==> config.mk <==
export PLATFORM = sky130hd
export DESIGN_NAME = syzygy_adc_word_align
export DESIGN_NICKNAME = d
export VERILOG_FILES = /design/src/rtl/syzygy_adc_word_align_pkg.sv /design/src/rtl/syzygy_skid_fifo.sv /design/src/rtl/syzygy_adc_word_align.sv
export SDC_FILE = /design/constraint.sdc
export NUM_CORES = 1
export LEC_CHECK = 0
export CAP_MARGIN = 40
export CORE_MARGIN = 2
export CORE_UTILIZATION = 60
export CTS_CLUSTER_DIAMETER = 100
export DETAILED_ROUTE_END_ITERATION = 10
export GPL_TIMING_DRIVEN = 0
export PLACE_DENSITY = 0.83
export SETUP_SLACK_MARGIN = 0.3
export SYNTH_ARGS = -nofsm -noshare
export SYNTH_HDL_FRONTEND = slang
export SYNTH_HIERARCHICAL = 1
export SYNTH_SLANG_ARGS = --single-unit
==> constraint.sdc <==
create_clock -name slow_clk -period 4.25 [get_ports slow_clk]
set_input_delay 0.85 -clock slow_clk [delete_from_list [all_inputs] [get_ports slow_clk]]
set_output_delay 0.85 -clock slow_clk [all_outputs]
set_load 0.05 [all_outputs]
==> src/rtl/syzygy_adc_word_align_pkg.sv <==
// Shared types and helpers for the SYZYGY ADC word aligner and its output buffer.
package syzygy_adc_word_align_pkg;

    localparam int SAMPLE_W = 16;
    localparam int LANE_W   = 8;

    typedef enum logic [1:0] {
        ST_IDLE  = 2'd0,
        ST_FLUSH = 2'd1,
        ST_RUN   = 2'd2
    } state_t;

    // Lane A carries the odd sample bits, lane B the even ones.
    function automatic logic [SAMPLE_W-1:0] interleave(
        input logic [LANE_W-1:0] a,
        input logic [LANE_W-1:0] b
    );
        logic [SAMPLE_W-1:0] s;
        s = '0;
        for (int k = 0; k < LANE_W; k++) begin
            s[2*k+1] = a[k];
            s[2*k]   = b[k];
        end
        return s;
    endfunction

endpackage

==> src/rtl/syzygy_skid_fifo.sv <==
// Two-entry output buffer; the head register feeds the consumer directly, so a
// push into an empty buffer is visible right after the write edge.
module syzygy_skid_fifo #(
    parameter int WIDTH = 16
) (
    input  logic             clk,
    input  logic             rst_n,
    input  logic             push,
    input  logic [WIDTH-1:0] push_data,
    input  logic             pop,
    output logic [WIDTH-1:0] head,
    output logic             valid,
    output logic             drop
);
    logic [WIDTH-1:0] head_q;
    logic [WIDTH-1:0] tail_q;
    logic [1:0]       count;
    logic             do_pop;

    assign do_pop = pop && (count != 2'd0);
    // A pop in the same cycle frees a slot, so a full buffer only drops without one.
    assign drop   = push && (count == 2'd2) && !do_pop;
    assign head   = head_q;
    assign valid  = (count != 2'd0);

    always_ff @(posedge clk or negedge rst_n) begin
        if (!rst_n) begin
            head_q <= '0;
            tail_q <= '0;
            count  <= 2'd0;
        end else begin
            case (count)
                2'd0: begin
                    if (push) begin
                        head_q <= push_data;
                        count  <= 2'd1;
                    end
                end
                2'd1: begin
                    if (do_pop && push) begin
                        head_q <= push_data;
                    end else if (do_pop) begin
                        count <= 2'd0;
                    end else if (push) begin
                        tail_q <= push_data;
                        count  <= 2'd2;
                    end
                end
                default: begin
                    if (do_pop) begin
                        head_q <= tail_q;
                        if (push) begin
                            tail_q <= push_data;
                        end else begin
                            count <= 2'd1;
                        end
                    end
                end
            endcase
        end
    end

endmodule

==> src/rtl/syzygy_adc_word_align.sv <==
// Two-lane SYZYGY ADC word aligner: bitslip alignment, lane interleave, lock FSM
// with flush after lock start or slip change, and a 2-entry output buffer.
module syzygy_adc_word_align
    import syzygy_adc_word_align_pkg::*;
#(
    parameter int FLUSH_WORDS = 2
) (
    input  logic                slow_clk,
    input  logic                reset_n,
    input  logic                data_valid,
    input  logic [3:0]          bitslip_count,
    input  logic [LANE_W-1:0]   lane_a,
    input  logic [LANE_W-1:0]   lane_b,
    output logic [SAMPLE_W-1:0] sample_data,
    output logic                sample_valid,
    input  logic                sample_ready,
    output logic                locked,
    output logic                overflow,
    input  logic                clear_overflow,
    output state_t              fsm_state
);
    localparam logic [3:0] FLUSH_LOAD = 4'(FLUSH_WORDS);

    logic [1:0]          rst_sync;
    logic                rst_int;
    logic [LANE_W-1:0]   prev_a;
    logic [LANE_W-1:0]   prev_b;
    logic [2*LANE_W-1:0] cat_a;
    logic [2*LANE_W-1:0] cat_b;
    logic [LANE_W-1:0]   aligned_a;
    logic [LANE_W-1:0]   aligned_b;
    logic [2:0]          slip;
    logic [2:0]          slip_q;
    logic                slip_change;
    logic [SAMPLE_W-1:0] sample_q;
    state_t              state;
    state_t              state_next;
    logic [3:0]          cnt;
    logic [3:0]          cnt_next;
    logic                locked_q;
    logic                overflow_q;
    logic                push;
    logic                pop;
    logic                drop;
    logic                unused_slip_msb;

    // Assertion is immediate; release reaches the core two edges later.
    always_ff @(posedge slow_clk or negedge reset_n) begin
        if (!reset_n) begin
            rst_sync <= 2'b00;
        end else begin
            rst_sync <= {rst_sync[0], 1'b1};
        end
    end
    assign rst_int = rst_sync[1];

    assign slip            = bitslip_count[2:0];
    assign unused_slip_msb = bitslip_count[3];
    assign slip_change     = (slip != slip_q);

    assign cat_a     = {prev_a, lane_a};
    assign cat_b     = {prev_b, lane_b};
    assign aligned_a = LANE_W'(cat_a >> slip);
    assign aligned_b = LANE_W'(cat_b >> slip);

    always_ff @(posedge slow_clk or negedge rst_int) begin
        if (!rst_int) begin
            prev_a   <= '0;
            prev_b   <= '0;
            slip_q   <= '0;
            sample_q <= '0;
        end else begin
            prev_a   <= lane_a;
            prev_b   <= lane_b;
            slip_q   <= slip;
            sample_q <= interleave(aligned_a, aligned_b);
        end
    end

    // Losing data_valid outranks a slip change: the lock restarts from IDLE.
    always_comb begin
        state_next = state;
        cnt_next   = cnt;
        if (!data_valid) begin
            state_next = ST_IDLE;
            cnt_next   = '0;
        end else begin
            case (state)
                ST_IDLE: begin
                    state_next = ST_FLUSH;
                    cnt_next   = FLUSH_LOAD;
                end
                ST_FLUSH: begin
                    if (slip_change) begin
                        cnt_next = FLUSH_LOAD;
                    end else if (cnt == 4'd1) begin
                        state_next = ST_RUN;
                        cnt_next   = '0;
                    end else begin
                        cnt_next = cnt - 4'd1;
                    end
                end
                ST_RUN: begin
                    if (slip_change) begin
                        state_next = ST_FLUSH;
                        cnt_next   = FLUSH_LOAD;
                    end
                end
                default: begin
                    state_next = ST_IDLE;
                    cnt_next   = '0;
                end
            endcase
        end
    end

    always_ff @(posedge slow_clk or negedge rst_int) begin
        if (!rst_int) begin
            state      <= ST_IDLE;
            cnt        <= '0;
            locked_q   <= 1'b0;
            overflow_q <= 1'b0;
        end else begin
            state    <= state_next;
            cnt      <= cnt_next;
            locked_q <= (state_next == ST_RUN);
            if (drop) begin
                overflow_q <= 1'b1;
            end else if (clear_overflow) begin
                overflow_q <= 1'b0;
            end
        end
    end

    // Handshake: a sample transfers on a rising edge where sample_valid and
    // sample_ready are both high; sample_data holds while valid && !ready.
    assign push = (state == ST_RUN);
    assign pop  = sample_valid && sample_ready;

    syzygy_skid_fifo #(
        .WIDTH(SAMPLE_W)
    ) u_fifo (
        .clk       (slow_clk),
        .rst_n     (rst_int),
        .push      (push),
        .push_data (sample_q),
        .pop       (pop),
        .head      (sample_data),
        .valid     (sample_valid),
        .drop      (drop)
    );

    assign locked    = locked_q;
    assign overflow  = overflow_q;
    assign fsm_state = state;

endmodule

==> results of run 1 <==
==> layout by cell type, fill, tap and decap left out, types with 3 or more instances in the layout <==
cell type	Yosys	layout
buf_6	8	8
buf_2	9	9
clkdlybuf4s50_1	0	44
xor2_1	3	3
mux2i_1	20	20
bufinv_16	0	3
nor2b_1	5	5
nor2_1	17	17
a21oi_1	27	27
o22ai_1	16	16
mux2_2	32	32
buf_4	3	3
inv_1	8	8
nand2_1	26	26
o21ai_0	10	10
nor3_1	12	12
dfrtp_1	77	76
nand2b_1	6	6
mux2_4	10	10
o21ai_1	4	4
clkbuf_1	3	4
a211oi_1	16	16
clkbuf_8	0	12
mux4_2	6	6
==> per-layer routing <==
| layer | routed length (microns) | track usage | part of all wire | vias up |
|---|---|---|---|---|
| li1 | - | - | - | 1366 |
| met4 | 205 | 0.115 | 0.025 | 0 |
| met3 | 425 | 0.0597 | 0.051 | 23 |
| met2 | 4060 | 0.395 | 0.49 | 99 |
| met5 | 0 | 0 | 0 | - |
| met1 | 3610 | 0.333 | 0.43 | 1447 |
==> kinds of logic after synthesis <==
kind of cell | Yosys count | synth area share
fa+ha+maj | 2 | 0.00626
xor+xnor | 4 | 0.00877
buf+inv | 36 | 0.0632
simple gates | 76 | 0.0905
flops | 77 | 0.482
other cells | 1 | 0.000938
mux | 70 | 0.225
compound gates | 81 | 0.123
==> state kept, by name (all words and copies together), names as in the netlist <==
name           flops
cnt                4
fsm_state          2
locked             1
overflow           1
prev_a             7
prev_b             7
rst_sync           2
sample_q          16
slip_q             3
u_fifo/count       2
u_fifo/head       16
u_fifo/tail_q     16
==> worst max-delay path, cell delays in order (launching register included) <==
cell	delay (ps)
dfrtp_1	440
nor2_2	70
inv_1	90
clkdlybuf4s50_1	810
==> power by group through the flow <==
stage | logic (mW) | registers [mW] | clock network [mW]
2_1_floorplan | 0.252 | 1.17 | 0
3_3_place_gp | 0.726 | 0.919 | 0
3_5_place_dp | 0.750 | 0.916 | 0
4_1_cts | 0.753 | 0.904 | 0.709
5_1_grt | 0.788 | 0.918 | 0.749
6_report | 0.749 | 0.901 | 0.699
==> worst paths after layout <==
kind	start	slack (ps)	to	cells past startpoint
worst min-delay path	rst_sync[1]	210	slip_q[2]	0
worst max register to register	fsm_state[1]	2120	overflow	7
worst max-delay path	u_fifo/count[0]	1640	sample_valid	3
max in group asynchronous	reset_n	3470	rst_sync[1]	1
worst min register to register	rst_sync[1]	210	slip_q[2]	0
min in group slow_clk	rst_sync[0]	350	rst_sync[1]	0
==> cell type report <==
class / instances / area [sq um]
clock inverters: 3 / 90.1
flip-flops and latches: 77 / 1930
plain buffers: 27 / 219
inverters: 9 / 33.8
fillers: 440 / 1560
repair buffers: 45 / 468
multi-input cells: 234 / 1820
clock buffers: 13 / 169
well taps: 77 / 96.3
==> impl_metrics.yaml, run 1 <==
setup_path:
  cp-end-kind: "primary output"
  cp_max_fo: 6
  critPathLaunchType: "register"
  crit_type: "reg2out"
  worst-endpoint-arrival_ps: 1760
  worst_ep_required_time_ps: 3400
layout:
  design_area_sq_mm: 0.00482
  nets: 430
  drive_above_1_share: 0.230
  stdcell_count: 485
  postLayoutCoreUtil: 0.755
  antennaDiodeCount: 0
  area_growth_pct: 20.7
yosys:
  synth_edf_count: 0
  synth_top_cells_by_area: "dfrtp_1 (48%), mux2_2 (9.0%), mux2i_1 (5.0%)"
  synth_warnings: 6
  seq_area_frac_synth: 0.482
  syn-cell-area_sq_mm: 0.00400
  ys_top_cells_by_count: "dfrtp_1 (77), mux2_2 (32), a21oi_1 (27)"
  synth-seq-cells: 77
  yosys.area.top_type_share: 0.482
  yosysTopAreaCell: "dfrtp_1"
  synth_cell_types: 42
  synthFlopType: "dfrtp_1"
  async_flop_share: 1.00
  yosysMostFrequentCell: "dfrtp_1"
  syn_nets: 374
  synth_area_per_cell_sq_um: 11.5
  synth_cells: 347
timing:
  period_needed_ps: 2610
  fin_tns_setup_ps: 0
  drv_slew: 0
  max_freq_mhz: 383
  finalCritPeriodShare: 0.614
  final-hold-violation-count: 0
  whs_ps: 206
  rsz0062_at_grt: "false"
  setup_viol: 0
  worstMarginPinSlew_ps: 513
  setup_ws_ps: 1640
  slew-limit-headroom: 0.657
  fin_skew_ps: 6.25
detailed_routing:
  first_iter_violations: 228
  routed_wl_microns: 8300
  wl_per_cell_microns: 17.1
  dr.pass1.iters: 4
  avgViaCountPerCell: 6.05
  drtAntennaViolNets: 0
  remaining_drc_errors: 0
  vias: 2935
global_routing:
  globalRouteTotalUtil: 0.251
  grt_max_degree: 58
  antenna_found_initial: 0
  grt_first_pass_wirelength_microns: 14300
  overflow: 0
  grt_pass1_vias: 2927
power:
  p_int_mw: 1.59
  power_density_mw_per_mm2: 487
  power_switching_uw: 755
  power_frac_comb: 0.319
  power.leakage_nw: 2.00
  seqPwrFrac: 0.384
  switching_share: 0.321
  power.total_mw: 2.35
  power_frac_clock: 0.297
  vdd_drop_max_v: 0.000398
clocking:
  cts_root_buffer: "clkbuf_8"
  tritoncts: "built"
  clk_pin_slew_worst_paths_ps: 80
  cts-buffers-inserted: 9
  cts.sinks: 77
  post_cts_buffers: 0
  ctsHtreeMaxLevel: 3
  insertion_delay_ps: 350
  cts_resized: 0
  clk_path_buf_depth: 2
  hold_buffers: 0
die:
  ios: 46
  die_area_sq_mm: 0.00733
  die_h_microns: 85.6
  start_util: 0.626
  num_rows: 29
  chipWidth_microns: 85.6
  core_sq_mm: 0.00639
hold_path:
  holdCritPathClass: "reg2async"
place:
  dpl_cell_area_sq_mm: 0.00456
  placed_cells: 469
  place.port_buffers: 44
  dp_hpwl_microns: 5780
  pre_cts_slack_ps: 1760
  gp_congestion: 0.934
flow_run:
  cap_violations: 0
run_status:
  status: "finished clean"
Note: power is estimated with default switching activity, not from simulation.
==> run 2: changes to the inputs <==
--- a/config.mk
+++ b/config.mk
@@ -7,11 +7,11 @@
 export LEC_CHECK = 0
 export CAP_MARGIN = 40
 export CORE_MARGIN = 2
-export CORE_UTILIZATION = 60
+export CORE_UTILIZATION = 56
 export CTS_CLUSTER_DIAMETER = 100
 export DETAILED_ROUTE_END_ITERATION = 10
 export GPL_TIMING_DRIVEN = 0
-export PLACE_DENSITY = 0.83
+export PLACE_DENSITY = 0.78
 export SETUP_SLACK_MARGIN = 0.3
 export SYNTH_ARGS = -nofsm -noshare
 export SYNTH_HDL_FRONTEND = slang
==> constraint.sdc (replaced) <==
create_clock -name slow_clk -period 2.45 [get_ports slow_clk]
set_input_delay 0.49 -clock slow_clk [delete_from_list [all_inputs] [get_ports slow_clk]]
set_output_delay 0.49 -clock slow_clk [all_outputs]
set_load 0.05 [all_outputs]
==> impl_metrics.yaml, run 2 (same netlist as run 1, synthesis figures left out) <==
timing:
  max_freq_mhz: 480
  fin_tns_setup_ps: 0
  setup_viol: 0
  slew-limit-headroom: 0.649
  worstMarginPinSlew_ps: 526
  final-hold-violation-count: 0
  drv_slew: 0
  finalCritPeriodShare: 0.850
  period_needed_ps: 2080
  fin_skew_ps: 11.0
  rsz0062_at_grt: "true"
detailed_routing:
  wl_per_cell_microns: 16.0
  dr_wl_met2_microns: 4040
  drt-met1-wl_microns: 3500
  remaining_drc_errors: 0
  vias: 2825
  dr.pass1.iters: 4
  drtAntennaViolNets: 0
  met3_wirelength_microns: 360
  dr.max_layer_used: "met4"
  routed_wl_microns: 8040
  avgViaCountPerCell: 5.61
  first_iter_violations: 183
die:
  chipWidth_microns: 88.5
  die_area_sq_mm: 0.00783
  die_h_microns: 88.5
  num_rows: 30
  start_util: 0.585
  core_sq_mm: 0.00683
  ios: 46
setup_path:
  r2r-start: "fsm_state[1]"
  cpMaxStageDelayCell: "clkdlybuf4s50_1"
  cp_max_fo: 5
  crit_type: "reg2out"
  r2r_end: "overflow"
  worst_ep_required_time_ps: 1960
  crit_buf_inv: 1
  worst-endpoint-arrival_ps: 1590
  cp-end-kind: "primary output"
  cp_top_family: "buffers and inverters"
  max_stage_delay_ps: 830
  rrSetupSlack_ps: 450
  crit_chain: "clkdlybuf4s50_1"
  ff2ff_path_depth: 7
  critPathLaunchType: "register"
layout:
  drive_above_1_share: 0.225
  area_growth_pct: 19.0
  nets: 430
  fillers: 523
  antennaDiodeCount: 0
  layout_common_cells: "dfrtp_1 (76), clkdlybuf4s50_1 (42), mux2_2 (32)"
  final_common_cell: "dfrtp_1"
global_routing:
  grt_max_degree: 58
  antenna_found_initial: 0
  globalRouteTotalUtil: 0.230
  grt_pass1_vias: 2888
  grt_first_pass_wirelength_microns: 13800
  overflow: 0
clocking:
  ctsHtreeMaxLevel: 3
  hold_buffers: 0
  insertion_delay_ps: 340
  clk_path_buf_depth: 2
  cts_root_buffer: "clkbuf_8"
  clk_pin_slew_worst_paths_ps: 70
  cts-buffers-inserted: 9
  cts.sinks: 77
  tritoncts: "built"
  post_cts_buffers: 0
place:
  place.port_buffers: 44
  gp_congestion: 0.857
  dp_hpwl_microns: 5960
power:
  power.leakage_nw: 1.98
  power_density_mw_per_mm2: 774
  power.total_mw: 3.68
  vdd_drop_max_v: 0.000383
flow_run:
  cap_violations: 0
hold_path:
  holdCritPathClass: "reg2async"
run_status:
  status: "finished clean"
-- run 2: metal layers --
layer  global-route usage  vias to the layer above
met1                0.295                     1365
met5                    0                        -
met4               0.0771                        0
li1                     -                     1371
met3               0.0522                       16
met2                0.388                       73
-- run 2: final cells by class --
cell class	instances	area, sq um	area share
Sequential cell	77	1930	0.406
Multi-Input combinational cell	234	1820	0.383
Timing Repair Buffer	45	469	0.0987
Buffer	27	219	0.0461
Clock buffer	14	153	0.0321
Tap cell	96	120	0.0253
Inverter	9	33.8	0.00711
Clock inverter	2	10.0	0.00211
-- run 2: timing repair --
item,CTS,global route
resized for setup,1,2
endpoints found under the setup margin,1,10
gates cloned,0,0
endpoints found under the hold margin,0,0
-- run 2: worst max path at each step --
stage	from	to	slack (ps)	cells after the start
5_1_grt	fsm_state[1]	overflow	240	7
6_report	fsm_state[0]	fsm_state[0]	370	1
4_1_cts	fsm_state[1]	fsm_state[1]	300	1
3_5_place_dp	sample_ready	u_fifo/tail_q[14]	320	8
3_3_place_gp	sample_ready	u_fifo/tail_q[14]	350	8
2_1_floorplan	fsm_state[1]	u_fifo/head[0]	410	6
-- run 2: through the flow --
stage	setup slack [ps]	area (sq um)	std cells	utilization	hold slack, ps
after floorplan	408	4000	347	-	194
after global placement	347	4560	487	0.667	335
after detailed placement	319	4590	488	0.672	208
after CTS	302	4750	504	0.695	215
after global routing	243	4750	504	0.696	232
final	367	4750	504	0.696	210
-- run 2: where the power goes --
group          switching (mW)  internal, mW
Sequential              0.114          1.45
Combinational           0.737         0.553
Clock                   0.429         0.394
Total                    1.28          2.40
==> run 3: changes to the inputs <==
--- a/config.mk
+++ b/config.mk
@@ -12,6 +12,7 @@
 export DETAILED_ROUTE_END_ITERATION = 10
 export GPL_TIMING_DRIVEN = 0
 export PLACE_DENSITY = 0.78
+export REMOVE_ABC_BUFFERS = 1
 export SETUP_SLACK_MARGIN = 0.3
 export SYNTH_ARGS = -nofsm -noshare
 export SYNTH_HDL_FRONTEND = slang
==> impl_metrics.yaml, run 3 (same netlist as run 1, synthesis figures left out) <==
run_status:
  status: "finished clean"
layout:
  layout_common_cells: "dfrtp_1 (75), clkdlybuf4s50_1 (39), mux2_2 (32)"
  stdcell_count: 485
  final_common_cell: "dfrtp_1"
  design_area_sq_mm: 0.00474
  drive_above_1_share: 0.219
  fillers: 518
  antennaDiodeCount: 0
  nets: 411
  area_growth_pct: 18.6
global_routing:
  grt_pass1_vias: 2716
  overflow: 0
  antenna_found_initial: 0
  grt_first_pass_wirelength_microns: 13100
  grt_max_degree: 62
  globalRouteTotalUtil: 0.221
power:
  seqPwrFrac: 0.402
  power.leakage_nw: 1.95
  switching_share: 0.335
  power_frac_comb: 0.327
  p_int_mw: 2.59
  power_switching_mw: 1.31
  power_frac_clock: 0.271
  power.total_mw: 3.90
  power_density_mw_per_mm2: 824
  vdd_drop_max_v: 0.000372
setup_path:
  cpMaxStageDelayCell: "clkdlybuf4s50_1"
  crit_chain: "clkdlybuf4s50_1, buf_16, mux4_2, mux2_2"
  rrSetupSlack_ps: 440
  max_stage_delay_ps: 760
  worst_ep_required_time_ps: 2680
  critPathLaunchType: "input pin"
  cp-end-kind: "register"
  crit_type: "in2reg"
  crit_buf_inv: 2
  cp_top_family: "buffers and inverters"
  worst-endpoint-arrival_ps: 2270
  cp_max_fo: 18
timing:
  fin_skew_ps: 13.4
  period_needed_ps: 2040
  fin_tns_setup_ps: 0
  slew-limit-headroom: 0.396
  setup_viol: 0
  final-hold-violation-count: 0
  rsz0062_at_grt: "false"
  max_freq_mhz: 489
  worstMarginPinSlew_ps: 906
  setup_ws_ps: 405
  drv_slew: 0
  finalCritPeriodShare: 0.835
die:
  core_sq_mm: 0.00683
  num_rows: 30
  ios: 46
  die_h_microns: 88.5
  chipWidth_microns: 88.5
  die_area_sq_mm: 0.00783
  start_util: 0.585
detailed_routing:
  wl_per_cell_microns: 15.9
  avgViaCountPerCell: 5.75
  remaining_drc_errors: 0
  vias: 2789
  first_iter_violations: 205
  routed_wl_microns: 7730
  drtAntennaViolNets: 0
  dr.pass1.iters: 4
clocking:
  clk_path_buf_depth: 2
  insertion_delay_ps: 350
  ctsHtreeMaxLevel: 3
  hold_buffers: 0
  cts_root_buffer: "clkbuf_8"
  tritoncts: "built"
  cts-buffers-inserted: 9
  cts.sinks: 77
  clk_pin_slew_worst_paths_ps: 80
flow_run:
  cap_violations: 0
place:
  placed_cells: 465
  gp_congestion: 0.778
  pre_cts_slack_ps: -244
  dpl_cell_area_sq_mm: 0.00446
  dp_hpwl_microns: 5400
  place.port_buffers: 44
hold_path:
  holdCritPathClass: "reg2async"
-- run 3: cell types whose count changed in the layout (fill, tap and decap cells not counted), moves of 2 or more --
cell             before  now
buf_2                 9    0
buf_6                 8    0
clkbuf_1              7    2
buf_16                1    4
clkdlybuf4s50_1      42   39
buf_12                2    0
buf_4                 3    5
bufinv_16             0    2
-- run 3: power groups by stage --
stage	logic, mW	registers, mW	clock network, mW
after floorplan	0.382	2.04	0
after global placement	1.22	1.60	0
after detailed placement	1.27	1.60	0
after CTS	1.27	1.57	1.08
after global routing	1.34	1.59	1.13
final	1.28	1.57	1.06
-- run 3: metal layers --
layer,part of all wire,vias to the layer above,GRT usage
met4,0.016,0,0.0895
met1,0.43,1374,0.295
met3,0.035,10,0.0364
met5,0,-,0
li1,-,1329,-
met2,0.51,76,0.363
-- run 3: metrics by stage --
stage / hold WS (ps) / utilization
after floorplan: 194 / -
after global placement: 341 / 0.635
after detailed placement: 187 / 0.653
after CTS: 195 / 0.687
after global routing: 209 / 0.694
final: 187 / 0.694
-- run 3: area by class of cell --
class,instances,area (sq um),area share
Clock buffer,12,145,0.0306
Multi-Input combinational cell,234,1850,0.390
Sequential cell,77,1930,0.408
Tap cell,96,120,0.0253
Clock inverter,4,72.6,0.0153
Timing Repair Buffer,53,586,0.124
Inverter,9,33.8,0.00713
-- run 3: repair_timing --
item                       in CTS  in global routing
gates resized for setup         9                  8
setup endpoints to repair      43                 35
buffers inserted                0                  4
-- run 3: worst paths after layout --
check | end | from | depth (start not counted)
max | sample_q[1] | bitslip_count[0] | 4
min | prev_a[4] | rst_sync[1] | 0
max reg2reg | u_fifo/head[12] | fsm_state[1] | 4
min reg2reg | prev_a[4] | rst_sync[1] | 0
max in group asynchronous | u_fifo/count[1] | rst_sync[1] | 1
min in group slow_clk | rst_sync[1] | rst_sync[0] | 0
